## src/rtl/conv33_sched.sv

```systemverilog
// Raster-order sequencer for the 3x3 conv unit: window request, conv enable, result handoff.
// Optional stall counter output enabled by defining CONV33_SCHED_PERF_EN.
module conv33_sched #(
    parameter int unsigned IMG_W   = 28,
    parameter int unsigned IMG_H   = 28,
    parameter int unsigned STRIDE  = 1,
    parameter int unsigned COORD_W = 8,
    parameter int unsigned ADDR_W  = 16
) (
    input  logic               clk,
    input  logic               rst,
    input  logic               start,
    input  logic               abort,
    output logic               busy,
    output logic               done,
    output logic               win_req,
    input  logic               win_ack,
    output logic [COORD_W-1:0] win_row,
    output logic [COORD_W-1:0] win_col,
    output logic               conv_en,
    output logic               out_valid,
    input  logic               out_ready,
    output logic [ADDR_W-1:0]  out_addr
`ifdef CONV33_SCHED_PERF_EN
    ,
    output logic [31:0]        stall_cnt
`endif
);

    localparam int unsigned OW = (IMG_W - 3) / STRIDE + 1;
    localparam int unsigned OH = (IMG_H - 3) / STRIDE + 1;

    typedef enum logic [2:0] {
        S_IDLE,
        S_REQ,
        S_CONV,
        S_RES,
        S_DONE
    } state_t;

    state_t             state_q, state_d;
    logic [COORD_W-1:0] row_q, row_d, col_q, col_d;
    logic [ADDR_W-1:0]  addr_q, addr_d;
    logic [COORD_W-1:0] win_row_q, win_col_q;
    logic               busy_q, done_q, win_req_q, conv_en_q, out_valid_q;
    logic               last_col, last_pos;

    assign last_col = (col_q == COORD_W'(OW - 1));
    assign last_pos = last_col && (row_q == COORD_W'(OH - 1));

    always_comb begin
        state_d = state_q;
        row_d   = row_q;
        col_d   = col_q;
        addr_d  = addr_q;
        case (state_q)
            S_IDLE: begin
                if (start) begin
                    state_d = S_REQ;
                    row_d   = '0;
                    col_d   = '0;
                    addr_d  = '0;
                end
            end
            S_REQ:  if (win_ack) state_d = S_CONV;
            S_CONV: state_d = S_RES;
            S_RES: begin
                if (out_ready) begin
                    if (last_pos) begin
                        state_d = S_DONE;
                    end else begin
                        state_d = S_REQ;
                        addr_d  = addr_q + ADDR_W'(1);
                        if (last_col) begin
                            col_d = '0;
                            row_d = row_q + COORD_W'(1);
                        end else begin
                            col_d = col_q + COORD_W'(1);
                        end
                    end
                end
            end
            S_DONE:  state_d = S_IDLE;
            default: state_d = S_IDLE;
        endcase
        // abort overrides every handshake; counters are left as-is since start clears them
        if (abort && state_q != S_IDLE) begin
            state_d = S_IDLE;
            row_d   = row_q;
            col_d   = col_q;
            addr_d  = addr_q;
        end
    end

    // Outputs are registered from the next state so they align with state_q.
    always_ff @(posedge clk) begin
        if (rst) begin
            state_q     <= S_IDLE;
            row_q       <= '0;
            col_q       <= '0;
            addr_q      <= '0;
            win_row_q   <= '0;
            win_col_q   <= '0;
            busy_q      <= 1'b0;
            done_q      <= 1'b0;
            win_req_q   <= 1'b0;
            conv_en_q   <= 1'b0;
            out_valid_q <= 1'b0;
        end else begin
            state_q     <= state_d;
            row_q       <= row_d;
            col_q       <= col_d;
            addr_q      <= addr_d;
            win_row_q   <= COORD_W'(32'(row_d) * STRIDE);
            win_col_q   <= COORD_W'(32'(col_d) * STRIDE);
            busy_q      <= (state_d != S_IDLE);
            done_q      <= (state_d == S_DONE);
            win_req_q   <= (state_d == S_REQ);
            conv_en_q   <= (state_d == S_CONV);
            out_valid_q <= (state_d == S_RES);
        end
    end

    assign busy      = busy_q;
    assign done      = done_q;
    assign win_req   = win_req_q;
    assign conv_en   = conv_en_q;
    assign out_valid = out_valid_q;
    assign win_row   = win_row_q;
    assign win_col   = win_col_q;
    assign out_addr  = addr_q;

`ifdef CONV33_SCHED_PERF_EN
    logic [31:0] stall_q;

    always_ff @(posedge clk) begin
        if (rst) begin
            stall_q <= '0;
        end else if (state_q == S_IDLE) begin
            if (start) stall_q <= '0;
        end else if (((state_q == S_REQ && !win_ack) || (state_q == S_RES && !out_ready))
                     && stall_q != '1) begin
            stall_q <= stall_q + 32'd1;
        end
    end

    assign stall_cnt = stall_q;
`endif

endmodule

```

## config.mk

```make
export PLATFORM = sky130hd
export DESIGN_NAME = conv33_sched
export DESIGN_NICKNAME = d
export VERILOG_FILES = /design/src/rtl/conv33_sched.sv
export SDC_FILE = /design/constraint.sdc
export NUM_CORES = 1
export LEC_CHECK = 0
export ABC_AREA = 1
export ABC_CLOCK_PERIOD_IN_PS = 2530
export BUFFER_PORTS_ARGS = -buffer_cell sky130_fd_sc_hd__buf_4
export CAP_MARGIN = 20
export CORE_MARGIN = 4
export CORE_UTILIZATION = 44
export DETAILED_ROUTE_END_ITERATION = 12
export MAX_ROUTING_LAYER = met4
export PLACE_DENSITY = 0.76
export SLEW_MARGIN = 25
export SYNTH_ARGS = -nofsm -noshare
export SYNTH_HDL_FRONTEND = slang
export SYNTH_SLANG_ARGS = --single-unit
```

## constraint.sdc

```tcl
create_clock -name clk -period 2.53 [get_ports clk]
set_input_delay 0.1265 -clock clk [delete_from_list [all_inputs] [get_ports clk]]
set_output_delay 0.1265 -clock clk [all_outputs]
set_load 0.005 [all_outputs]
```

; Word-level counts from Yosys, hierarchy flattened
; Cells that the tools add are included.
[totals]
register_bits = 40
out_inout_bits = 37
input_bits = 6
wordCells = 53
[op_classes]
add_sub_neg = 3
n_reduce_logical = 8
n_eq_ne = 13
bitwise = 1
mux = 19
[ops]
columns = cell, count
row1 = two-way mux 8 bit, 7
row2 = two-way mux 16 bit, 3
row3 = case mux 16 bit (2 select lines), 1
row4 = case mux 8 bit (2 select lines), 2
row5 = "adder 16 x 1 -> 16 bit, second input constant", 1
row6 = "adder 8 x 1 -> 8 bit, second input constant", 2
row7 = "== test 8 x 5 -> 1 bit, second input constant", 2
row8 = two-way mux 3 bit, 5
row9 = "== test 3 x 2 -> 1 bit, second input constant", 4
row10 = case mux 3 bit (4 select lines), 1
row11 = "inequality test 2 bit, second input constant", 4
row12 = "== test 3 x 1 -> 1 bit, second input constant", 2
row13 = AND reduction 6 bit, 1
row14 = nonzero test 3 bit, 2
row15 = AND reduction 5 bit, 1
row16 = "== test 3 bit, second input constant", 1
row17 = logical NOT 3 bit, 1
row18 = logical AND 1 bit, 2
row19 = nonzero test 2 bit, 1
row20 = inverter 1 bit, 1

; Longest topological paths before layout
[depth]
word_depth = 7
depth_mapped = 11
depth_no_buf = 11

; Worst setup path before layout
; OpenSTA, ideal clock, no wires.
[synth_path]
path_kind = register -> register
start = register win_col[0] (netlist name)
end = register addr_q[1], in the netlist out_addr[1]
t_arrival_ns = 1.442
setup_time_ns = 0.116
required_time_ns = 2.414
path_slack_ns = 0.972
path_stages_with_launch = 10
period_less_slack_ns = 1.558
n_path_buf = 1
path_cell_list = dfxtp_1 > ha_1 > nand2_1 > nor2_8 > nand3_2 > nand2_4 > inv_6 > buf_12 > nor2_1 > nor2_1
[synth_rtl]
columns = item, line_no
row1 = to (signal assigned), 113  ; addr_q <= addr_d;
row2 = to (decl), 43  ; logic [ADDR_W-1:0] addr_q, addr_d;

==> flow_summary.ini <==
[floorplanning]
die_w_um = 81.8
placementRows = 26
start_util = 0.460
num_io_pins = 43
fp.dieH_um = 81.8
core_area_um2 = 5200
dieArea_um2 = 6680

[setup_path]
r2r_setup_slack_ns = 0.59
critPathLaunchType = flop
timing.rr.end = out_addr[0]$_SDFFE_PP0P_
reg2regPathDepth = 8
worst-setup-path-type = flop to flop
r2r_start = win_row[0]$_SDFFE_PP0P_
arrival_ns = 2.13
cp.required_ns = 2.72
path_max_fanout = 19
setup.worst_path.end_class = flop

[clock_network]
cts_buffer_depth = 2
clockRootBuffer = clkbuf_8
cts.htree.levels = 2
cts_setup_buffers = 0
cts_tree = yes
hold_buffers = 0
cts_resized = 0
clock-sinks = 40
cts_buffers = 5
insertion_delay_ns = 0.29
cts.clk_slew.worst_paths_ns = 0.08

[worst_hold_path]
worstHoldStart = abort
min_path_type = input port to flop
hold_end = out_valid$_SDFF_PP0_
whs_path_depth = 4

[finish]
n_antenna_cell = 0
multi_input_comb_area_um2 = 1370
drive_above_1_share = 0.211
layout.area.seq_um2 = 801
num-fill-cells = 546
final_nets = 403
syn2layout_area_growth_pct = 17.9
fin_util = 0.542

[power]
p_leak_nw = 1.21
ir_drop_mv = 0.362
powerDensity_nw_per_um2 = 485

[sta]
period_minus_slack_ns = 1.94
fmax_mhz = 515
slew_headroom = 0.749
setup_viol_count_final = 0
setup_ws_ns = 0.587
slew_violations = 0
setup_tns_ns = 0
rsz0062_at_grt = false
finalHoldViolCount = 0
skew_ns = 0.00624
post-route-period-util = 0.768
worst-slew-pin-transition_ns = 0.377

[global_route]
antenna_found_initial = 0
grt_first_pass_wirelength_um = 9680
grt_overflow = 0
grt_max_degree = 25
first_global_vias = 2146
grt_usage = 0.188

[synth]
synthTopCellsByCount = 90 x nand2_1, 46 x nor2_1, 40 x dfxtp_1, 40 x inv_1, 32 x nand3_1
syn_avg_cell_area_um2 = 6.82
synth-edff-count = 0
synth.yosys.warnings = 0
async_flop_share = 0
netlist.area_leader.share = 0.335
netlist.top_cell.by_area = dfxtp_1
synthCells = 351
ys_seq_area_frac = 0.335
synth.area.top_cells = dfxtp_1 33%, nand2_1 14%, nor2_1 7.2%, nand3_1 6.7%, inv_1 6.3%
synth_most_common_cell = nand2_1
syn-cell-area_um2 = 2390
ys_ff_latch = 40
synth_nets = 362
synthFlopType = dfxtp_1
synth_cell_types = 28

[route]
num_vias = 2320
dr.pass1.iters = 4
wl_um = 5470
drtIter0Drc = 172
wire_per_inst_um = 11.8
ant_nets = 0
drc = 0
via_per_inst = 5.01

[placement]
place.gp.congestion = 0.913
pre_cts_slack_ns = 0.598
dp_hpwl_um = 4050
port_buffers = 42

[run_status]
outcome = finished clean

[flow_run]
timing.max_cap.violations = 0
-- how the worst max path moves through the flow --
stage                                        from                        to  slack (ns)
after global placement    win_col[0]$_SDFFE_PP0P_  out_addr[1]$_SDFFE_PP0P_        0.65
after detailed placement  win_col[0]$_SDFFE_PP0P_  out_addr[0]$_SDFFE_PP0P_        0.60
after floorplan           win_col[0]$_SDFFE_PP0P_  out_addr[1]$_SDFFE_PP0P_        0.97
final                     win_row[0]$_SDFFE_PP0P_  out_addr[0]$_SDFFE_PP0P_        0.59
after global routing        state_q[0]$_SDFF_PP0_  out_addr[8]$_SDFFE_PP0P_        0.40
after CTS                   state_q[1]$_SDFF_PP0_  out_addr[8]$_SDFFE_PP0P_        0.58
-- through the flow --
| step | power (mW) | hold WS, ns | area (µm²) | instances |
|---|---|---|---|---|
| floorplan | 0.906 | 0.196 | 2390 | 351 |
| global placement | 0.949 | 0.456 | 2740 | 455 |
| detailed placement | 0.957 | 0.459 | 2740 | 455 |
| CTS | 1.39 | 0.139 | 2820 | 463 |
| global route | 1.46 | 0.151 | 2820 | 463 |
| finish | 1.37 | 0.154 | 2820 | 463 |
-- cells by family after synthesis --
family / synth area share
buf+inv: 0.0951
xor+xnor: 0.0366
flops: 0.335
simple gates: 0.430
compound gates: 0.0774
fa+ha+maj: 0.0261
-- report_power, final --
part	leakage (nW)	internal [mW]	total, mW	switching, mW
Clock	0.0479	0.192	0.427	0.235
Combinational	0.837	0.0869	0.271	0.184
Sequential	0.324	0.650	0.671	0.0205
Total	1.21	0.929	1.37	0.439
-- routing by layer --
layer | GRT usage | wire, µm | part of all wire | up-vias
met5 | - | 0 | 0 | -
met4 | 0.0515 | 51 | 0.0093 | 0
met3 | 0.0406 | 287 | 0.052 | 7
met2 | 0.292 | 2480 | 0.45 | 55
met1 | 0.247 | 2660 | 0.49 | 1055
li1 | - | - | - | 1203
-- final cells by class --
cell class,instances,share of cell area
clock inverter,3,0.00665
tap,70,0.0310
inverter,43,0.0590
timing repair buffer,42,0.112
sequential,40,0.284
clock buffer,5,0.0244
multi-input combinational,260,0.484
-- critical path, stage by stage (launching register included) --
cell and delay (ns):
dfxtp_1 0.45, ha_1 0.19, nand3_1 0.07, nor2_1 0.24, nand3_2 0.30, nand2_4 0.31
inv_6 0.12, nor2_1 0.12, nor2_1 0.05
-- state kept, by name, indices dropped and copies added (netlist names) --
| register | count |
|---|---|
| busy | 1 |
| out_addr | 16 |
| win_col | 8 |
| conv_en | 1 |
| done | 1 |
| win_row | 8 |
| out_valid | 1 |
| win_req | 1 |
| state_q | 3 |
-- cells in the final DEF, fill, tap and decap left out --
master	count
a21oi_1	19
a21oi_2	8
buf_4	42
clkbuf_8	5
clkinv_2	2
clkinv_4	1
dfxtp_1	40
ha_1	5
inv_1	40
inv_2	2
inv_6	1
nand2_1	90
nand2_2	11
nand2_4	3
nand3_1	32
nand3_2	1
nand3_4	1
nand3b_1	4
nand4_1	10
nor2_1	46
nor2_4	4
nor2_8	2
nor3_1	9
nor4_1	1
o21ai_0	4
xnor2_1	1
xor2_1	9
Power figures use the tool's default switching activity.
